### src/rtl/ysyx_24090012_mem_arb.sv
// Two-requester (IFU/LSU) arbiter serialising transactions onto a single memory port.
// Build option MEM_ARB_RR_EN: round-robin tie-break; otherwise LSU wins ties.
//
//  state  | meaning
//  S_IDLE | no transaction; combinational arbitration, winner's req_ready=1
//  S_REQ  | mem_req_valid=1 with registered fields, waiting for mem_req_ready
//  S_RESP | response passed through to the granted requester
module ysyx_24090012_mem_arb #(
   parameter int ADDR_W = 32,
   parameter int DATA_W = 32
) (
   input  logic                clk,
   input  logic                rst,
   input  logic                ifu_req_valid,
   output logic                ifu_req_ready,
   input  logic [ADDR_W-1:0]   ifu_addr,
   output logic                ifu_resp_valid,
   input  logic                ifu_resp_ready,
   output logic [DATA_W-1:0]   ifu_rdata,
   output logic                ifu_resp_err,
   input  logic                lsu_req_valid,
   output logic                lsu_req_ready,
   input  logic [ADDR_W-1:0]   lsu_addr,
   input  logic                lsu_wen,
   input  logic [DATA_W-1:0]   lsu_wdata,
   input  logic [DATA_W/8-1:0] lsu_wmask,
   output logic                lsu_resp_valid,
   input  logic                lsu_resp_ready,
   output logic [DATA_W-1:0]   lsu_rdata,
   output logic                lsu_resp_err,
   output logic                mem_req_valid,
   input  logic                mem_req_ready,
   output logic [ADDR_W-1:0]   mem_addr,
   output logic                mem_wen,
   output logic [DATA_W-1:0]   mem_wdata,
   output logic [DATA_W/8-1:0] mem_wmask,
   input  logic                mem_resp_valid,
   output logic                mem_resp_ready,
   input  logic [DATA_W-1:0]   mem_rdata,
   input  logic                mem_resp_err
);

   typedef enum logic [1:0] {
      S_IDLE = 2'd0,
      S_REQ  = 2'd1,
      S_RESP = 2'd2
   } state_t;

   state_t state_q, state_d;
   logic   grant_q;   // 0 = IFU, 1 = LSU
   logic   tie_lsu;
   logic   pick_lsu;
   logic   resp_fire;

`ifdef MEM_ARB_RR_EN
   logic   last_grant_q;

   // The requester that was not served last wins a tie.
   assign tie_lsu = (last_grant_q == 1'b0);

   always_ff @(posedge clk or negedge rst) begin
      if (!rst) begin
         last_grant_q <= 1'b1;
      end else if (resp_fire) begin
         last_grant_q <= grant_q;
      end
   end
`else
   assign tie_lsu = 1'b1;
`endif

   assign pick_lsu  = lsu_req_valid & (~ifu_req_valid | tie_lsu);
   assign resp_fire = (state_q == S_RESP) & mem_resp_valid & mem_resp_ready;

   assign ifu_rdata = mem_rdata;
   assign lsu_rdata = mem_rdata;

   always_ff @(posedge clk or negedge rst) begin
      if (!rst) begin
         state_q <= S_IDLE;
      end else begin
         state_q <= state_d;
      end
   end

   always_comb begin
      state_d        = state_q;
      ifu_req_ready  = 1'b0;
      lsu_req_ready  = 1'b0;
      mem_req_valid  = 1'b0;
      mem_resp_ready = 1'b0;
      ifu_resp_valid = 1'b0;
      lsu_resp_valid = 1'b0;
      ifu_resp_err   = 1'b0;
      lsu_resp_err   = 1'b0;
      case (state_q)
         S_IDLE: begin
            // Gated by rst so nothing is offered while reset is held.
            ifu_req_ready = rst & ifu_req_valid & ~pick_lsu;
            lsu_req_ready = rst & pick_lsu;
            if (ifu_req_ready || lsu_req_ready) begin
               state_d = S_REQ;
            end
         end
         S_REQ: begin
            mem_req_valid = 1'b1;
            if (mem_req_ready) begin
               state_d = S_RESP;
            end
         end
         S_RESP: begin
            if (grant_q) begin
               mem_resp_ready = lsu_resp_ready;
               lsu_resp_valid = mem_resp_valid;
               lsu_resp_err   = mem_resp_err;
            end else begin
               mem_resp_ready = ifu_resp_ready;
               ifu_resp_valid = mem_resp_valid;
               ifu_resp_err   = mem_resp_err;
            end
            if (mem_resp_valid && mem_resp_ready) begin
               state_d = S_IDLE;
            end
         end
         default: begin
            state_d = S_IDLE;
         end
      endcase
   end

   always_ff @(posedge clk or negedge rst) begin
      if (!rst) begin
         grant_q   <= 1'b0;
         mem_addr  <= '0;
         mem_wen   <= 1'b0;
         mem_wdata <= '0;
         mem_wmask <= '0;
      end else if (lsu_req_ready) begin
         grant_q   <= 1'b1;
         mem_addr  <= lsu_addr;
         mem_wen   <= lsu_wen;
         mem_wdata <= lsu_wdata;
         mem_wmask <= lsu_wmask;
      end else if (ifu_req_ready) begin
         grant_q   <= 1'b0;
         mem_addr  <= ifu_addr;
         mem_wen   <= 1'b0;
         mem_wdata <= '0;
         mem_wmask <= '0;
      end
   end

endmodule
### config.mk
export PLATFORM = sky130hd
export DESIGN_NAME = ysyx_24090012_mem_arb
export DESIGN_NICKNAME = d
export VERILOG_FILES = /design/src/rtl/ysyx_24090012_mem_arb.sv
export SDC_FILE = /design/constraint.sdc
export NUM_CORES = 1
export LEC_CHECK = 0
export ABC_AREA = 0
export ABC_CLOCK_PERIOD_IN_PS = 1490
export CORE_ASPECT_RATIO = 1.2
export CORE_UTILIZATION = 31
export CTS_CLUSTER_SIZE = 40
export DETAILED_ROUTE_END_ITERATION = 10
export GPL_TIMING_DRIVEN = 0
export PLACE_DENSITY = 0.78
export SLEW_MARGIN = 20
export SYNTH_ARGS = -nofsm -noshare
export SYNTH_HDL_FRONTEND = slang
export SYNTH_SLANG_ARGS = --single-unit
### constraint.sdc
create_clock -name clk -period 1.49 [get_ports clk]
set_input_delay 0.149 -clock clk [delete_from_list [all_inputs] [get_ports clk]]
set_output_delay 0.149 -clock clk [all_outputs]
set_load 0.03 [all_outputs]
# Yosys cells after proc, flatten, opt, wreduce, memory -nomap -nowiden
# Index checks and enable logic that the tools add are counted.
dict set report totals {
  output_inout_bits 141
  ff_bits 72
}
dict set report op_classes {
  muxes 27
  reduce_logical 5
  bitwise_logic 4
  eq_ne 5
}
# operator n
set op_table {}
lappend op_table {{32-bit two-way mux} 4}
lappend op_table {{1-bit two-way mux} 17}
lappend op_table {{4-bit two-way mux} 2}
lappend op_table {{2-bit two-way mux} 3}
lappend op_table {{2-bit case mux with 3 select lines} 1}
lappend op_table {{2-bit != test (second input constant)} 2}
lappend op_table {{1-bit bitwise AND} 3}
lappend op_table {{3-bit AND reduction} 1}
lappend op_table {{2-bit by 1-bit == test with 1-bit output (second input constant)} 1}
lappend op_table {{2-bit == test (second input constant)} 1}
lappend op_table {{2-bit zero test} 1}
lappend op_table {{2-bit by 1-bit != test with 1-bit output (second input constant)} 1}
lappend op_table {{2-bit nonzero test} 1}
lappend op_table {{1-bit logical AND} 1}
lappend op_table {{1-bit logical OR} 1}
lappend op_table {{1-bit NOT} 1}

# Longest topological paths before layout
dict set report logic_depth {
  ltp_word 5
  ltp_mapped 5
}

# Worst setup path after synthesis
# OpenSTA, ideal clock, no wires.
dict set report synth_timing {
  path_kind {register -> output}
  start {register state_q[0]}
  end {output ifu_resp_err}
  path_stages_with_launch 3
  n_path_buf 0
  arrival_time_ns 1.360
  t_required_ns 1.341
  path_slack_ns -0.019
  cell_sequence {dfrtp_1 -> nand2b_1 -> nor3b_1}
}
dict set report synth_via {
  elab_chain_len 2
}
# item line
set synth_rtl {}
lappend synth_rtl {{start: declaration} 49} ;# state_t state_q, state_d;
lappend synth_rtl {{start signal: assignment} 82} ;# state_q <= state_d;
lappend synth_rtl {{2-bit == test} 96} ;# case (state_q)
lappend synth_rtl {{1-bit two-way mux} 96}
lappend synth_rtl {{end: declaration} 20} ;# output logic ifu_resp_err,
# Every way passes these cells.

# Worst setup path in the final report
dict set report layout_timing {
  start {register state_q[0]}
  end {output lsu_req_ready}
}
dict set report layout_via {
  elab_chain_len 2
}
# item line
set layout_rtl {}
lappend layout_rtl {{2-bit zero test} 96}
lappend layout_rtl {{1-bit two-way mux} 96}
lappend layout_rtl {{end: declaration} 22} ;# output logic lsu_req_ready,
# Every way passes these cells.

==> load_flow_metrics.sql <==
INSERT INTO impl_metrics (metric_group, metric, value, unit) VALUES
('outcome', 'outcome', 'complete, but fails checks', ''),
('outcome', 'failed_checks', 'hold timing, setup timing', ''),
('timing', 'period_needed', '1570', 'ps'),
('grt', 'number_of_antenna_violations_at_the_first_check_in_global_routing', '0', ''),
('worst_setup_path', 'worst-path-buf-inv', '3', ''),
('worst_setup_path', 'critical_path.top_delay_family', 'flip-flops', ''),
('floorplanning', 'number_of_ports_placed_on_the_die_boundary', '283', ''),
('yosys', 'ys_top_cells_by_count', 'dfrtp_1, buf_4, a22o_1', ''),
('yosys', 'synthesis.area', '3724', 'µm²'),
('worst_setup_path', 'crit_path_end_kind', 'primary output', ''),
('cts', 'ctsHoldBuffers', '5', ''),
('cts', 'max-clock-path-buffers', '2', ''),
('yosys', 'synth-async-reset-ratio', '1.000', ''),
('cts', 'tritoncts.num_buffers', '9', ''),
('route', 'postRouteWirelength', '13.89', 'mm'),
('power', 'internal-power', '7.571', 'mW'),
('worst_setup_path', 'data_arrival_time_at_the_worst_slack_endpoint', '1420', 'ps'),
('worst_setup_path', 'worst_setup_path_start_kind', 'register', ''),
('finish', 'drive_gt1_frac', '0.2867', ''),
('timing', 'max_transition_margin', '0.6564', ''),
('worst_setup_path', 'crit_type', 'reg -> out', ''),
('place', 'preCtsSetupSlack', '-860.9', 'ps'),
('cts', 'clock_tree.htree_level_count', '3', ''),
('yosys', 'synth-main-ff-cell', 'dfrtp_1', ''),
('yosys', 'gate_count_post_synth', '318', ''),
('cts', 'cts_tree', 'done', ''),
('power', 'clkPwrFrac', '0.188', ''),
('route', 'ant_nets', '0', ''),
('timing', 'hold-worst-slack', '-75.59', 'ps'),
('finish', 'fin_nets', '744', ''),
('worst_setup_path', 'worst_path_largest_cell_delay', '450', 'ps'),
('finish', 'flow.area_growth_from_synthesis', '90.56', '%'),
('yosys', 'mean_post_synth_cell_area', '11.71', 'µm²'),
('finish', 'fin_area', '7096', 'µm²'),
('yosys', 'synth.ff_latch_count', '72', ''),
('power', 'p_sw', '5.550', 'mW'),
('grt', 'first_global_vias', '3686', ''),
('floorplanning', 'die-area', '12460', 'µm²'),
('route', 'route.vias.total', '3741', ''),
('cts', 'path_clk_slew', '60', 'ps'),
('flow_run', 'cap_violations', '0', ''),
('grt', 'grt_overflow_total', '0', ''),
('hold_path', 'hold_path_class', 'in -> async', ''),
('timing', 'setup_viol_count_final', '35', ''),
('timing', 'final.period_utilization', '1.053', ''),
('route', 'initialDrtViolationCount', '128', ''),
('place', 'hpwlAfterDp', '10.68', 'mm'),
('cts', 'clock_sinks', '72', ''),
('power', 'p_leak', '3.257', 'nW'),
('timing', 'grt_setup_unrepaired', 'true', ''),
('yosys', 'portion_of_synthesized_cell_area_occupied_by_the_leading_cell_type', '0.4839', ''),
('timing', 'hold_viol', '46', ''),
('route', 'wl_per_cell', '18.18', 'µm'),
('floorplanning', 'initial_core_util', '0.3204', ''),
('power', 'swShare', '0.4230', ''),
('yosys', 'count_of_flip_flops_with_a_built_in_enable_after_synthesis', '0', ''),
('timing', 'max_slew.worst_pin.slew', '515.5', 'ps'),
('timing', 'max_clock_freq', '637.1', 'MHz'),
('grt', 'gr-usage-all-layers', '0.2125', ''),
('floorplanning', 'core_area', '11620', 'µm²'),
('worst_setup_path', 'worst_path_max_delay_cell', 'dfrtp_2', ''),
('worst_setup_path', 'worstPathCellList', 'and4bb_1 -> buf_6 -> buf_12 -> buf_8', ''),
('cts', 'clk_root_buffer_cell', 'clkbuf_16', ''),
('route', 'drt-pass1-iter-count', '4', ''),
('worst_setup_path', 'crit_path_max_fanout', '7', ''),
('yosys', 'post-synth-top-area-cell', 'dfrtp_1', ''),
('place', 'routabilityCongestion', '0.7703', ''),
('floorplanning', 'core.rowCount', '43', ''),
('worst_setup_path', 'critPathRequiredTime', '1340', 'ps'),
('floorplanning', 'die_y', '122.1', 'µm'),
('timing', 'setup_ws', '-79.57', 'ps');
==> worst register-to-register path, cell delays in order (launching register included) <==
cell,delay (ps)
dfrtp_2,450
or3b_1,410
buf_6,170
buf_12,150
a22oi_2,180
nand2_1,80
==> logic make-up (layout without fill, tap and decap cells) <==
logic type / count (synthesis) / after routing / synth area share
AOI/OAI and AO/OA: 104 / 104 / 0.2728
buffers and inverters: 89 / 378 / 0.1707
muxes: 2 / 2 / 0.005712
DFF: 72 / 72 / 0.4839
and+or+nand+nor: 51 / 51 / 0.06686
==> metrics by stage <==
step	setup TNS, ps	hold WS, ps	total power [mW]	instances	utilization
floorplan	-37.20	-146.6	7.751	318	-
global placement	-386720	482.7	10.74	725	0.5526
detailed placement	-36160	99.72	10.90	726	0.5548
CTS	-1628	-65.22	13.03	752	0.5981
global route	-3244	-45.55	13.71	764	0.6106
finish	-1445	-75.59	13.12	764	0.6106
==> layout by cell type (no fill, tap or decap), drive strengths merged, types with 3 or more instances in the layout <==
cell,instances
nand2,33
clkdlybuf4s50,172
nor3b,3
dfrtp,72
a22o,38
buf,111
dlygate4sd2,69
a22oi,32
clkbuf,17
a32oi,31
nor2,4
bufinv,3
==> flip-flops by register name, summed over array words and instances (netlist names) <==
signal     flops
mem_wdata     32
mem_addr      32
state_q        2
mem_wmask      4
grant_q        1
mem_wen        1
==> power groups by stage <==
stage	logic, mW	registers [mW]	clock network (mW)
after floorplan	2.16	5.59	0
after global placement	7.02	3.73	0
after detailed placement	7.14	3.76	0
after CTS	6.74	3.74	2.54
after global routing	7.23	3.88	2.61
final	6.89	3.76	2.47
==> repair_timing <==
item	CTS	global route
hold endpoints to repair	28	46
buffers inserted	4	11
gates cloned	1	2
pin swaps	20	4
gates resized for setup	152	23
endpoints found under the setup margin	139	76
==> per-layer routing <==
metal | part of all wire | GRT usage
met2 | 0.52 | 0.3788
met3 | 0.10 | 0.07803
met1 | 0.34 | 0.2219
met4 | 0.031 | 0.08929
met5 | 0 | 0
==> layout make-up <==
class                      instances  area, µm²
clock inverter                     7      118.9
fill                             993       4526
multi-input combinational        157       1343
clock buffer                       9      225.2
timing repair buffer             273       2681
buffer                            88      721.9
inverter                           1      3.754
sequential                        72       1805
tap                              157      196.4
==> worst paths after layout <==
| kind | cells after the start | to | slack, ps | start |
|---|---|---|---|---|
| worst max-delay path | 4 | lsu_req_ready | -80 | state_q[0] |
| worst min-delay path | 4 | mem_wdata[4] | -80 | rst |
| worst max register to register | 5 | mem_addr[8] | -60 | state_q[1] |
| worst min register to register | 1 | mem_wdata[28] | 490 | mem_wdata[28] |
| max in group asynchronous | 6 | mem_addr[17] | 720 | rst |
| min in group clk | 2 | mem_wdata[3] | 420 | lsu_wdata[3] |
Power figures use the tool's default switching activity.
